$ cat config.mk
export PLATFORM = sky130hd
export DESIGN_NAME = usb_tx_line_encoder
export DESIGN_NICKNAME = d
export VERILOG_FILES = /design/src/rtl/usb_tx_line_encoder.sv
export SDC_FILE = /design/constraint.sdc
export NUM_CORES = 1
export LEC_CHECK = 0
export ABC_AREA = 1
export CAP_MARGIN = 20
export CORE_MARGIN = 2
export CORE_UTILIZATION = 40
export CTS_BUF_LIST = sky130_fd_sc_hd__clkbuf_16
export CTS_CLUSTER_SIZE = 24
export DETAILED_ROUTE_END_ITERATION = 8
export GPL_ROUTABILITY_DRIVEN = 0
export GPL_TIMING_DRIVEN = 0
export PLACE_DENSITY = 0.65
export SLEW_MARGIN = 20
export SYNTH_ARGS = -nofsm -noshare
export SYNTH_HDL_FRONTEND = slang
export SYNTH_SLANG_ARGS = --single-unit
$ cat constraint.sdc
create_clock -name clk -period 1.14 [get_ports clk]
set_input_delay 0.171 -clock clk [delete_from_list [all_inputs] [get_ports clk]]
set_output_delay 0.171 -clock clk [all_outputs]
set_load 0.01 [all_outputs]
$ cat src/rtl/usb_tx_line_encoder.sv
// USB transmit line encoder: bit stuffing, NRZI (or raw) line coding and EOP generation.
// Line changes only on bit_tick edges; done pulses as the EOP J symbol goes out.
module usb_tx_line_encoder #(
  parameter int MAX_ONES     = 6,
  parameter int EOP_SE0_BITS = 2
) (
  input  logic clk,
  input  logic nRST,
  input  logic bit_tick,
  input  logic in_valid,
  input  logic in_bit,
  input  logic in_last,
  output logic in_ready,
  input  logic nrzi_enable,
  output logic tx_en,
  output logic dp,
  output logic dm,
  output logic stuffing,
  output logic underrun,
  output logic done
);

  localparam logic [2:0] IDLE    = 3'd0;
  localparam logic [2:0] DATA    = 3'd1;
  localparam logic [2:0] STUFF   = 3'd2;
  localparam logic [2:0] EOP_SE0 = 3'd3;
  localparam logic [2:0] EOP_J   = 3'd4;
  localparam logic [2:0] DONE    = 3'd5;

  localparam logic [2:0] MAX_ONES_C = 3'(MAX_ONES);
  localparam logic [1:0] SE0_LAST_C = 2'(EOP_SE0_BITS - 1);

  logic [2:0] state_q, state_d;
  logic [2:0] ones_cnt_q, ones_cnt_d;
  logic [1:0] se0_cnt_q, se0_cnt_d;
  logic       level_q, level_d;
  logic       nrzi_q, nrzi_d;
  logic       last_seen_q, last_seen_d;
  logic       tx_en_q, tx_en_d;
  logic       dp_q, dp_d;
  logic       dm_q, dm_d;
  logic       stuffing_q, stuffing_d;
  logic       underrun_q, underrun_d;
  logic       done_q, done_d;

  logic       nrzi_eff;
  logic       data_level;
  logic       data_line;
  logic [2:0] ones_inc;

  assign in_ready = bit_tick & ((state_q == IDLE) | (state_q == DATA));

  // The first bit of a packet uses the live mode input; later bits use the latched mode.
  assign nrzi_eff   = (state_q == IDLE) ? nrzi_enable : nrzi_q;
  assign data_level = in_bit ? level_q : ~level_q;
  assign data_line  = nrzi_eff ? data_level : in_bit;
  assign ones_inc   = ones_cnt_q + 3'd1;

  always_comb begin
    state_d     = state_q;
    ones_cnt_d  = ones_cnt_q;
    se0_cnt_d   = se0_cnt_q;
    level_d     = level_q;
    nrzi_d      = nrzi_q;
    last_seen_d = last_seen_q;
    tx_en_d     = tx_en_q;
    dp_d        = dp_q;
    dm_d        = dm_q;
    stuffing_d  = stuffing_q;
    underrun_d  = 1'b0;
    done_d      = 1'b0;

    if (state_q == DONE) begin
      state_d     = IDLE;
      level_d     = 1'b1;
      ones_cnt_d  = 3'd0;
      se0_cnt_d   = 2'd0;
      last_seen_d = 1'b0;
    end else if (bit_tick) begin
      stuffing_d = 1'b0;
      case (state_q)
        IDLE, DATA: begin
          if (in_valid) begin
            if (state_q == IDLE) begin
              nrzi_d  = nrzi_enable;
              tx_en_d = 1'b1;
            end
            if (nrzi_eff) level_d = data_level;
            dp_d        = data_line;
            dm_d        = ~data_line;
            last_seen_d = in_last;
            // A pending stuff bit wins over in_last; last_seen routes STUFF to the EOP.
            if (in_bit && (ones_inc == MAX_ONES_C)) begin
              ones_cnt_d = 3'd0;
              state_d    = STUFF;
            end else begin
              ones_cnt_d = in_bit ? ones_inc : 3'd0;
              state_d    = in_last ? EOP_SE0 : DATA;
            end
          end else if (state_q == DATA) begin
            underrun_d = 1'b1;
          end
        end
        STUFF: begin
          stuffing_d = 1'b1;
          if (nrzi_q) begin
            level_d = ~level_q;
            dp_d    = ~level_q;
            dm_d    = level_q;
          end else begin
            dp_d = 1'b0;
            dm_d = 1'b1;
          end
          state_d = last_seen_q ? EOP_SE0 : DATA;
        end
        EOP_SE0: begin
          dp_d = 1'b0;
          dm_d = 1'b0;
          if (se0_cnt_q == SE0_LAST_C) begin
            se0_cnt_d = 2'd0;
            state_d   = EOP_J;
          end else begin
            se0_cnt_d = se0_cnt_q + 2'd1;
          end
        end
        EOP_J: begin
          dp_d    = 1'b1;
          dm_d    = 1'b0;
          tx_en_d = 1'b0;
          done_d  = 1'b1;
          state_d = DONE;
        end
        default: state_d = IDLE;
      endcase
    end
  end

  always_ff @(posedge clk or negedge nRST) begin
    if (!nRST) begin
      state_q     <= IDLE;
      ones_cnt_q  <= 3'd0;
      se0_cnt_q   <= 2'd0;
      level_q     <= 1'b1;
      nrzi_q      <= 1'b1;
      last_seen_q <= 1'b0;
      tx_en_q     <= 1'b0;
      dp_q        <= 1'b1;
      dm_q        <= 1'b0;
      stuffing_q  <= 1'b0;
      underrun_q  <= 1'b0;
      done_q      <= 1'b0;
    end else begin
      state_q     <= state_d;
      ones_cnt_q  <= ones_cnt_d;
      se0_cnt_q   <= se0_cnt_d;
      level_q     <= level_d;
      nrzi_q      <= nrzi_d;
      last_seen_q <= last_seen_d;
      tx_en_q     <= tx_en_d;
      dp_q        <= dp_d;
      dm_q        <= dm_d;
      stuffing_q  <= stuffing_d;
      underrun_q  <= underrun_d;
      done_q      <= done_d;
    end
  end

  assign tx_en    = tx_en_q;
  assign dp       = dp_q;
  assign dm       = dm_q;
  assign stuffing = stuffing_q;
  assign underrun = underrun_q;
  assign done     = done_q;

endmodule
* Word level (Yosys, flattened, before mapping)
Index checks and enable logic that the tools add are counted.
Word-level totals: register bits 17, input port bits 7, word-level logic and storage cells 102, output and inout bits 7
Cells by class: add/subtract/negate cells 2, muxes and demuxes 49, bitwise logic cells 5, reduce and logical (&&, ||, !) cells 21, equality and inequality tests 13
Operator list (count):
- 3-bit 2-to-1 mux | 10
- 1-bit 2-to-1 mux | 27
- 2-bit 2-to-1 mux | 7
- 3-bit inequality test (second input constant) | 4
- 3-bit one-hot mux with 4 select lines | 1
- 4-bit AND reduction | 3
- 5-bit AND reduction | 2
- 2-bit nonzero test | 5
- 3-bit equality test (second input constant) | 3
- 3-bit by 2-bit equality test with 1-bit output (second input constant) | 2
- 3-bit AND reduction | 2
- 3-bit nonzero test | 2
- 2-bit inequality test (second input constant) | 2
- 1-bit one-hot mux with 2 select lines | 2
- 1-bit one-hot mux with 4 select lines | 1
- 2-bit AND reduction | 2
- 4-bit nonzero test | 1
- 2-bit OR reduction | 2
- 3-bit by 1-bit adder with 3-bit output (second input constant) | 1
- 3-bit by 1-bit equality test with 1-bit output (second input constant) | 1
- 3-bit zero test | 1
- 1-bit inverter | 3
- 1-bit one-hot mux with 3 select lines | 1
- 2-bit by 1-bit adder with 2-bit output (second input constant) | 1
- 4 further kinds | 4

* Longest topological paths before layout
Gate-level depths: netlist of the first run.
depth in word-level cells 8, depth in mapped cells 9

* Worst setup path before layout of the first run
Ideal clock, no wire load.
kind register to register, from register state_q[1], to register ones_cnt_q[2], path slack -94 ps, clock period less this slack 1234 ps, arrival 1107 ps, setup time 127 ps, cell stages (with the launch flop) 8, path through dfrtp_1 buf_2 nor2_4 inv_2 nor2_4 nand2_2 nand2_1 o22ai_1
Between the ends: word-level cells in the longest chain between the ends 4, elaborated cells between the ends (all ways) 9, those cells by class eq/ne (2); mux (1); reduce/logical (6)
Ends and longest elaborated chain:
- start: declaration | line 33 | logic [2:0] state_q, state_d;
- start signal: assignment | line 153 | state_q <= state_d;
- 3-bit by 1-bit equality test with 1-bit output or 3-bit zero test (tied branches) | line 81 | case (state_q)
- 2-bit OR reduction | line 81
- 2-bit nonzero test (no line)
- 3-bit AND reduction (no line)
- end signal: assignment | line 154 | ones_cnt_q <= ones_cnt_d;
- end: declaration | line 34 | logic [2:0] ones_cnt_q, ones_cnt_d;
Several ways; a longest one is shown, not always the timed one. A chain may end at the register's enable or synchronous reset.

* Worst setup path after layout of the first run
from register state_q[2], to output in_ready
Between the ends: word-level cells in the longest chain between the ends 3, elaborated cells between the ends (all ways) 4, those cells by class eq/ne (1); bitwise (2); reduce/logical (1)
Ends and longest elaborated chain:
- 3-bit by 1-bit equality test with 1-bit output or 3-bit zero test (tied branches) | line 51 | assign in_ready = bit_tick & ((state_q == IDLE) | (state_q == DATA));
- 1-bit OR (*) | line 51
- 1-bit AND (*) | line 51
- end: declaration | line 13 | output logic in_ready,
Every way passes the cells marked *; elsewhere a longest branch is shown, timed or not.

==> impl_metrics.ini, run 1 <==
[outcome]
run_status = finished, violations left
violations = negative setup slack

[worst_setup_path]
worst_path_largest_cell_delay_ns = 0.46
endpoint_required_time_on_the_critical_path_ns = 0.97
reg2regPathDepth = 6
cp_max_fo = 5
cp_common_cell = nor2_4
timing.critical_path.arrival_ns = 1.15
ff2ff_setup_slack_ns = -0.14
critical_path.slowest_cell = dfrtp_2
critPathLaunch = state_q[2]
timing.critical_path.cells = nor2_4 > inv_2 > nor2_4 > buf_6
critical-path-top-delay-family = flip-flops
cp-start-kind = flip-flop
reg2reg_to = dm
worstReg2RegStart = state_q[2]
timing_worst_setup_path_type = reg2out
timing.critical_path.buf_inv = 2
critPathCaptureType = output port

[timing]
report.final.hold_viol_count = 0
max_freq_mhz = 756.3
final-max-slew-violation-count = 0
worst_clock_skew_on_the_final_layout_ns = 0.001877
actual_transition_at_the_worst_max_transition_pin_ns = 0.7592
slew-limit-headroom_pct = 49.23
rsz0062_at_grt = yes
final.period_utilization_pct = 116.0
setup_viol = 14
finalWorstPathRequiredPeriod_ns = 1.322
final_critical_path_setup_slack_ns = -0.1823

[logic_synthesis]
yosysWarningCount = 0
synth_enable_flop_cells = 0
async_reset_ff_share_pct = 100.0
ys.flop_type = dfrtp_1
synth_instances = 131
synth_top_cells_by_area = dfrtp_1, nand2_1, dfstp_2
synth_fp_nets = 140
synthDominantAreaCellType = dfrtp_1
area_fraction_of_the_dominant_cell_type_after_synthesis_pct = 35.99
yosysMostFrequentCell = nand2_1
ys_seq_elements = 17
synth_area_per_cell_sq_um = 7.431
synthesis.area_sq_um = 973.4
post_synth_most_frequent_cells = nand2_1, inv_1, dfrtp_1, nand3_1
synth_cell_types = 21
synth.yosys.seq_area_share_pct = 44.09

[worst_hold_path]
hold_end = nrzi_q
timing.hold.worst.start = in_valid
timing.hold.worst.class = in2reg
cell_count_of_the_worst_hold_path = 3

[die]
die_extent_in_y_um = 53.33
die_width_um = 53.33
design.core.area_sq_um = 2255
initial_utilization_pct = 43.17
core.rowCount = 17
pin_count = 14
die-area_sq_um = 2844

[placement]
hpwl_detailed_um = 1552
place_inst = 172
portBuffers = 13

[routing]
vias_per_cell = 5.137
wl_um = 2536
routedWlPerCell_um = 13.35
drt_drc_violations_left = 0
vias = 976
drt.antenna.violating_nets = 0
drt_pre_antenna_iters = 6
initialDrtViolationCount = 12

[final_layout]
design.final.nets = 172
share_of_layout_cells_above_drive_strength_1_pct = 38.27
areaGrowthSynthToFinish_pct = 48.59
finish.cell_count_without_fillers = 190
antennaDiodeCount = 0

[power_and_ir_drop]
p_seq_share_pct = 26.9
power.switching_mw = 1.581
power.share.combinational_pct = 54.0
report.power.total_mw = 3.799
p_leak_nw = 0.7340
power.switching_fraction_pct = 41.62
power_density_nw_per_um2 = 2627
ir_worst_vdd_v = 0.001719
clock_power_share_pct = 19.1
power_report.internal_total_mw = 2.218

[clock_tree]
h-tree-depth = 1
clock-sinks = 17
worst_setup_hold_path_clk_slew_ns = 0.05
clk-insertion-delay-late_ns = 0.25
cts_tree = built
cts_root_buf = clkbuf_16
cts-root-to-sink-buffers = 2
holdBufCountCts = 0
cts_inserted_buffers = 3

[global_routing]
grt_start_max_net_pins = 18
grt_antenna_before_repair = 0
grt.overflow.total = 0
global_route.usage.total_pct = 19.92
first_global_vias = 921
wire_length_of_the_first_global_routing_pass_um = 4029

[flow_run]
drv.max_cap_violation_count = 0
[logic make-up after synthesis]
logic type | Yosys count | synth area share, %
AOI/OAI and AO/OA | 18 | 9.640
adders and majority gates | 2 | 2.570
DFF | 17 | 44.09
and+or+nand+nor | 71 | 33.93
muxes | 1 | 1.028
buffers and inverters | 22 | 8.740
[power groups by stage]
stage	combinational (mW)	sequential, mW	clock [mW]
2_1_floorplan	1.04	1.03	0
3_3_place_gp	1.46	1.01	0
3_5_place_dp	1.49	1.01	0
4_1_cts	1.58	1.01	0.737
5_1_grt	2.30	1.05	0.772
6_report	2.05	1.02	0.724
[worst min-delay path, delay by kind of cell]
family	cells	cell delay, ns
AO/OA/AOI/OAI	1	0.06
buffers and inverters	1	0.21
AND/OR/NAND/NOR	1	0.14
[layer usage]
layer	share of wire, %	GRT usage (%)	up-vias
met4	0.83	5.128	0
met1	43	24.87	470
met5	0	0	-
met2	52	32.92	17
li1	-	-	485
met3	3.7	6.215	4
[state kept, by name, indices dropped and copies added, names as in the netlist]
register     flops
stuffing         1
dp               1
ones_cnt_q       3
underrun         1
last_seen_q      1
nrzi_q           1
dm               1
se0_cnt_q        2
done             1
state_q          3
tx_en            1
level_q          1
[what timing repair did]
item / 4_1_cts / 5_1_grt
buffers inserted: 4 / 10
resized for setup: 19 / 33
pin swaps: 4 / 11
setup endpoints to repair: 20 / 18
[stage by stage]
stage | utilization [%] | instance area [sq um] | hold WS [ns] | setup slack (ns) | setup TNS [ns]
2_1_floorplan | - | 984.7 | -0.1246 | -0.05971 | -0.2039
3_3_place_gp | 51.00 | 1150 | 0.4592 | -0.6087 | -4.700
3_5_place_dp | 51.00 | 1150 | 0.4633 | -0.6062 | -5.221
4_1_cts | 56.22 | 1267 | 0.4096 | -0.1827 | -1.727
5_1_grt | 64.15 | 1446 | 0.3519 | -0.2434 | -2.650
6_report | 64.15 | 1446 | 0.3286 | -0.1823 | -1.463
[worst max-delay path by stage]
stage	endpoint	slack (ns)	depth (start not counted)
floorplan	ones_cnt_q[2]	-0.06	7
global placement	in_ready	-0.61	4
detailed placement	in_ready	-0.61	4
CTS	in_ready	-0.18	5
global route	state_q[0]	-0.24	7
finish	in_ready	-0.18	4
[final cells by class]
class / count / area, sq um
inverter: 20 / 75.07
clock buffer: 3 / 75.07
clock inverter: 1 / 7.507
multi-input combinational: 92 / 569.3
timing repair buffer: 27 / 237.7
sequential: 17 / 430.4
tap: 28 / 35.03
buffer: 2 / 16.27
fill: 211 / 808.3
[cells in the final DEF, fill, tap and decap left out, types with 2 or more instances in the layout]
| master | n |
|---|---|
| a21oi_1 | 4 |
| buf_2 | 2 |
| buf_4 | 12 |
| buf_6 | 4 |
| clkbuf_16 | 3 |
| clkdlybuf4s50_1 | 4 |
| dfrtp_1 | 13 |
| dfstp_2 | 3 |
| dlygate4sd2_1 | 5 |
| dlymetal6s2s_1 | 2 |
| inv_1 | 14 |
| inv_2 | 6 |
| nand2_1 | 28 |
| nand2_2 | 9 |
| nand2_4 | 3 |
| nand3_1 | 10 |
| nand3_2 | 3 |
| nand4_1 | 2 |
| nor2_1 | 6 |
| nor2_2 | 3 |
| nor2_4 | 4 |
| o21ai_0 | 3 |
| o21ai_1 | 4 |
| o21ai_2 | 3 |
No activity file was read; power rests on OpenSTA's default activity.
==> inputs of run 2 (changes only) <==
Settings changed: PLACE_DENSITY 0.65 to 0.73.
==> run 2 against run 1 <==
  * The flow finishes with violations (negative hold slack, negative setup slack)
  * Fmax is 0.99% lower
  * Flip-flop and latch count stayed put
  * Worst setup slack worse by 0.013 ns
  * Global-route usage is 1.6 points higher
  * Register-to-register slack hardly changed
  * Critical path depth stayed put
  * Count of clock-buffer cells in the layout stayed put
  * Design area is 5.5% higher
  * Sequential share of layout area is 1.5 points lower
  * Via count is 0.51% higher
  * Non-clock buffer count is 1 lower
  * Largest power group unchanged
==> impl_metrics.ini, run 2 (synthesized netlist as in run 1, its figures left out) <==
[worst_setup_path]
critical_path.slowest_cell = dfrtp_2
timing.critical_path.arrival_ns = 1.16
endpoint_required_time_on_the_critical_path_ns = 0.97
timing.critical_path.buf_inv = 2
cp_common_cell = nor2_4
timing.critical_path.cells = nor2_4 > inv_2 > nor2_4 > buf_6
timing_worst_setup_path_type = reg2out
critPathCaptureType = output port
worst_path_largest_cell_delay_ns = 0.44
critical-path-top-delay-family = flip-flops
cp_max_fo = 3
cp-start-kind = flip-flop

[routing]
initialDrtViolationCount = 19
routedWlPerCell_um = 14.63
wl_um = 2766
drt_pre_antenna_iters = 4
drt_drc_violations_left = 0
vias_per_cell = 5.190
vias = 981
drt.antenna.violating_nets = 0

[global_routing]
grt.overflow.total = 0
global_route.usage.total_pct = 21.52
grtUsageMet1_pct = 24.38
globalRouteMet3Util_pct = 5.932
grt_antenna_before_repair = 0
wire_length_of_the_first_global_routing_pass_um = 4284
first_global_vias = 999
globalRouteMet2Util_pct = 37.65
grt_start_max_net_pins = 18
grt_busiest_layer = met2

[final_layout]
areaGrowthSynthToFinish_pct = 56.81
final_common_cell = nand2_1
final-seq-area_sq_um = 431.7
number_of_inserted_filler_cells_in_the_final_layout = 182
design.final.nets = 171
final_cell_mix = nand2_1, inv_1, dfrtp_1
layout.core_utilization_pct = 67.70
largest_registers = ones_cnt_q: 3 flops, state_q: 3 flops, se0_cnt_q: 2 flops
finish.cell_count_without_fillers = 189
share_of_layout_cells_above_drive_strength_1_pct = 44.10
area_occupied_by_multi_input_gates_sq_um = 636.9
antennaDiodeCount = 0

[die]
design.core.area_sq_um = 2255
die-area_sq_um = 2844
die_width_um = 53.33
core.rowCount = 17
die_extent_in_y_um = 53.33
initial_utilization_pct = 43.17
pin_count = 14

[timing]
final-max-slew-violation-count = 0
setup-tns-final_ns = -1.524
report.final.hold_viol_count = 14
finalWorstPathRequiredPeriod_ns = 1.336
setup_viol = 15
fin_hold_ws_ns = -0.01291
worst_clock_skew_on_the_final_layout_ns = 0.001615
final_critical_path_setup_slack_ns = -0.1956
final.period_utilization_pct = 117.2
rsz0062_at_grt = yes
max_freq_mhz = 748.7
actual_transition_at_the_worst_max_transition_pin_ns = 0.7699
slew-limit-headroom_pct = 48.59

[clock_tree]
clk-insertion-delay-late_ns = 0.25
worst_setup_hold_path_clk_slew_ns = 0.05
clock-sinks = 17
cts_root_buf = clkbuf_16
h-tree-depth = 1
cts_inserted_buffers = 3
cts_tree = built
cts-root-to-sink-buffers = 2

[placement]
place_inst = 172
portBuffers = 13
hpwl_detailed_um = 1570

[power_and_ir_drop]
ir_worst_vdd_v = 0.001626
p_leak_nw = 0.7639
power_density_nw_per_um2 = 2692

[worst_hold_path]
timing.hold.worst.class = in2async

[outcome]
run_status = finished, violations left
violations = negative hold slack, negative setup slack

[flow_run]
drv.max_cap_violation_count = 0
run 2: cell count changes in the layout (fill, tap and decap cells not counted), moves of 2 or more:
cell and delta:
inv_4 +2, o21ai_0 -2, nand2_2 -2, nand3_2 +4, buf_6 +2, buf_4 -3, nand2_4 +3, nand3_1 -5
run 2: metal layers:
metal	vias up	wire length, um
li1	481	-
met1	477	1147
met2	18	1496
met3	5	85
met4	0	36
met5	-	0
run 2: report_power, final:
| part | switching, mW | internal [mW] |
|---|---|---|
| registers | 0.177 | 0.869 |
| clock network | 0.230 | 0.466 |
| logic | 1.36 | 1.00 |
| total | 1.77 | 2.34 |
run 2: metrics by stage:
step | total power, mW | hold WS (ns) | setup WS, ns | area, sq um
after floorplan | 2.068 | -0.1246 | -0.05971 | 984.7
after global routing | 4.377 | 0.08083 | -0.2296 | 1526
final | 4.109 | -0.01291 | -0.1956 | 1526
after CTS | 3.679 | 0.4069 | -0.1889 | 1393
after detailed placement | 2.504 | 0.4730 | -0.6099 | 1150
after global placement | 2.457 | 0.4603 | -0.6089 | 1150
run 2: layout make-up:
class | count | share of cell area, %
Tap cell | 28 | 2.295
Inverter | 20 | 5.246
Clock inverter | 1 | 0.2459
Sequential cell | 17 | 28.28
Multi-Input combinational cell | 92 | 41.72
Timing Repair Buffer | 27 | 16.80
Clock buffer | 3 | 4.918
Buffer | 1 | 0.4918
run 2: what timing repair did:
action | CTS | global route
buffers inserted | 9 | 6
pin swaps | 6 | 13
hold buffers | 0 | 0
endpoints found under the setup margin | 20 | 19
hold endpoints to repair | 0 | 0
resized for setup | 46 | 34
run 2: worst reg2reg max path: stages, from the launching register on:
cell     delay (ns)
dfrtp_1        0.39
ha_2           0.21
nand2_2        0.07
nand4_1        0.15
nand2_1        0.12
nand3_1        0.08
nand2_1        0.08
o21ai_1        0.06
run 2: path summary, 6_finish.rpt:
path / endpoint / from / cells past startpoint / slack, ns
worst max-delay path: in_ready / state_q[2] / 4 / -0.20
worst min-delay path: ones_cnt_q[0] / nRST / 1 / -0.01
worst max register to register: state_q[0] / ones_cnt_q[0] / 7 / -0.14
worst min register to register: dp / dp / 2 / 0.48
max in group asynchronous: state_q[2] / nRST / 1 / 0.62
min in group clk: stuffing / bit_tick / 4 / 0.35
==> inputs of run 3 (changes only) <==
Settings changed: GPL_ROUTABILITY_DRIVEN 0 to not set.
==> results of run 3 <==
Final layout, timing and power as in run 2 (identical DEF).
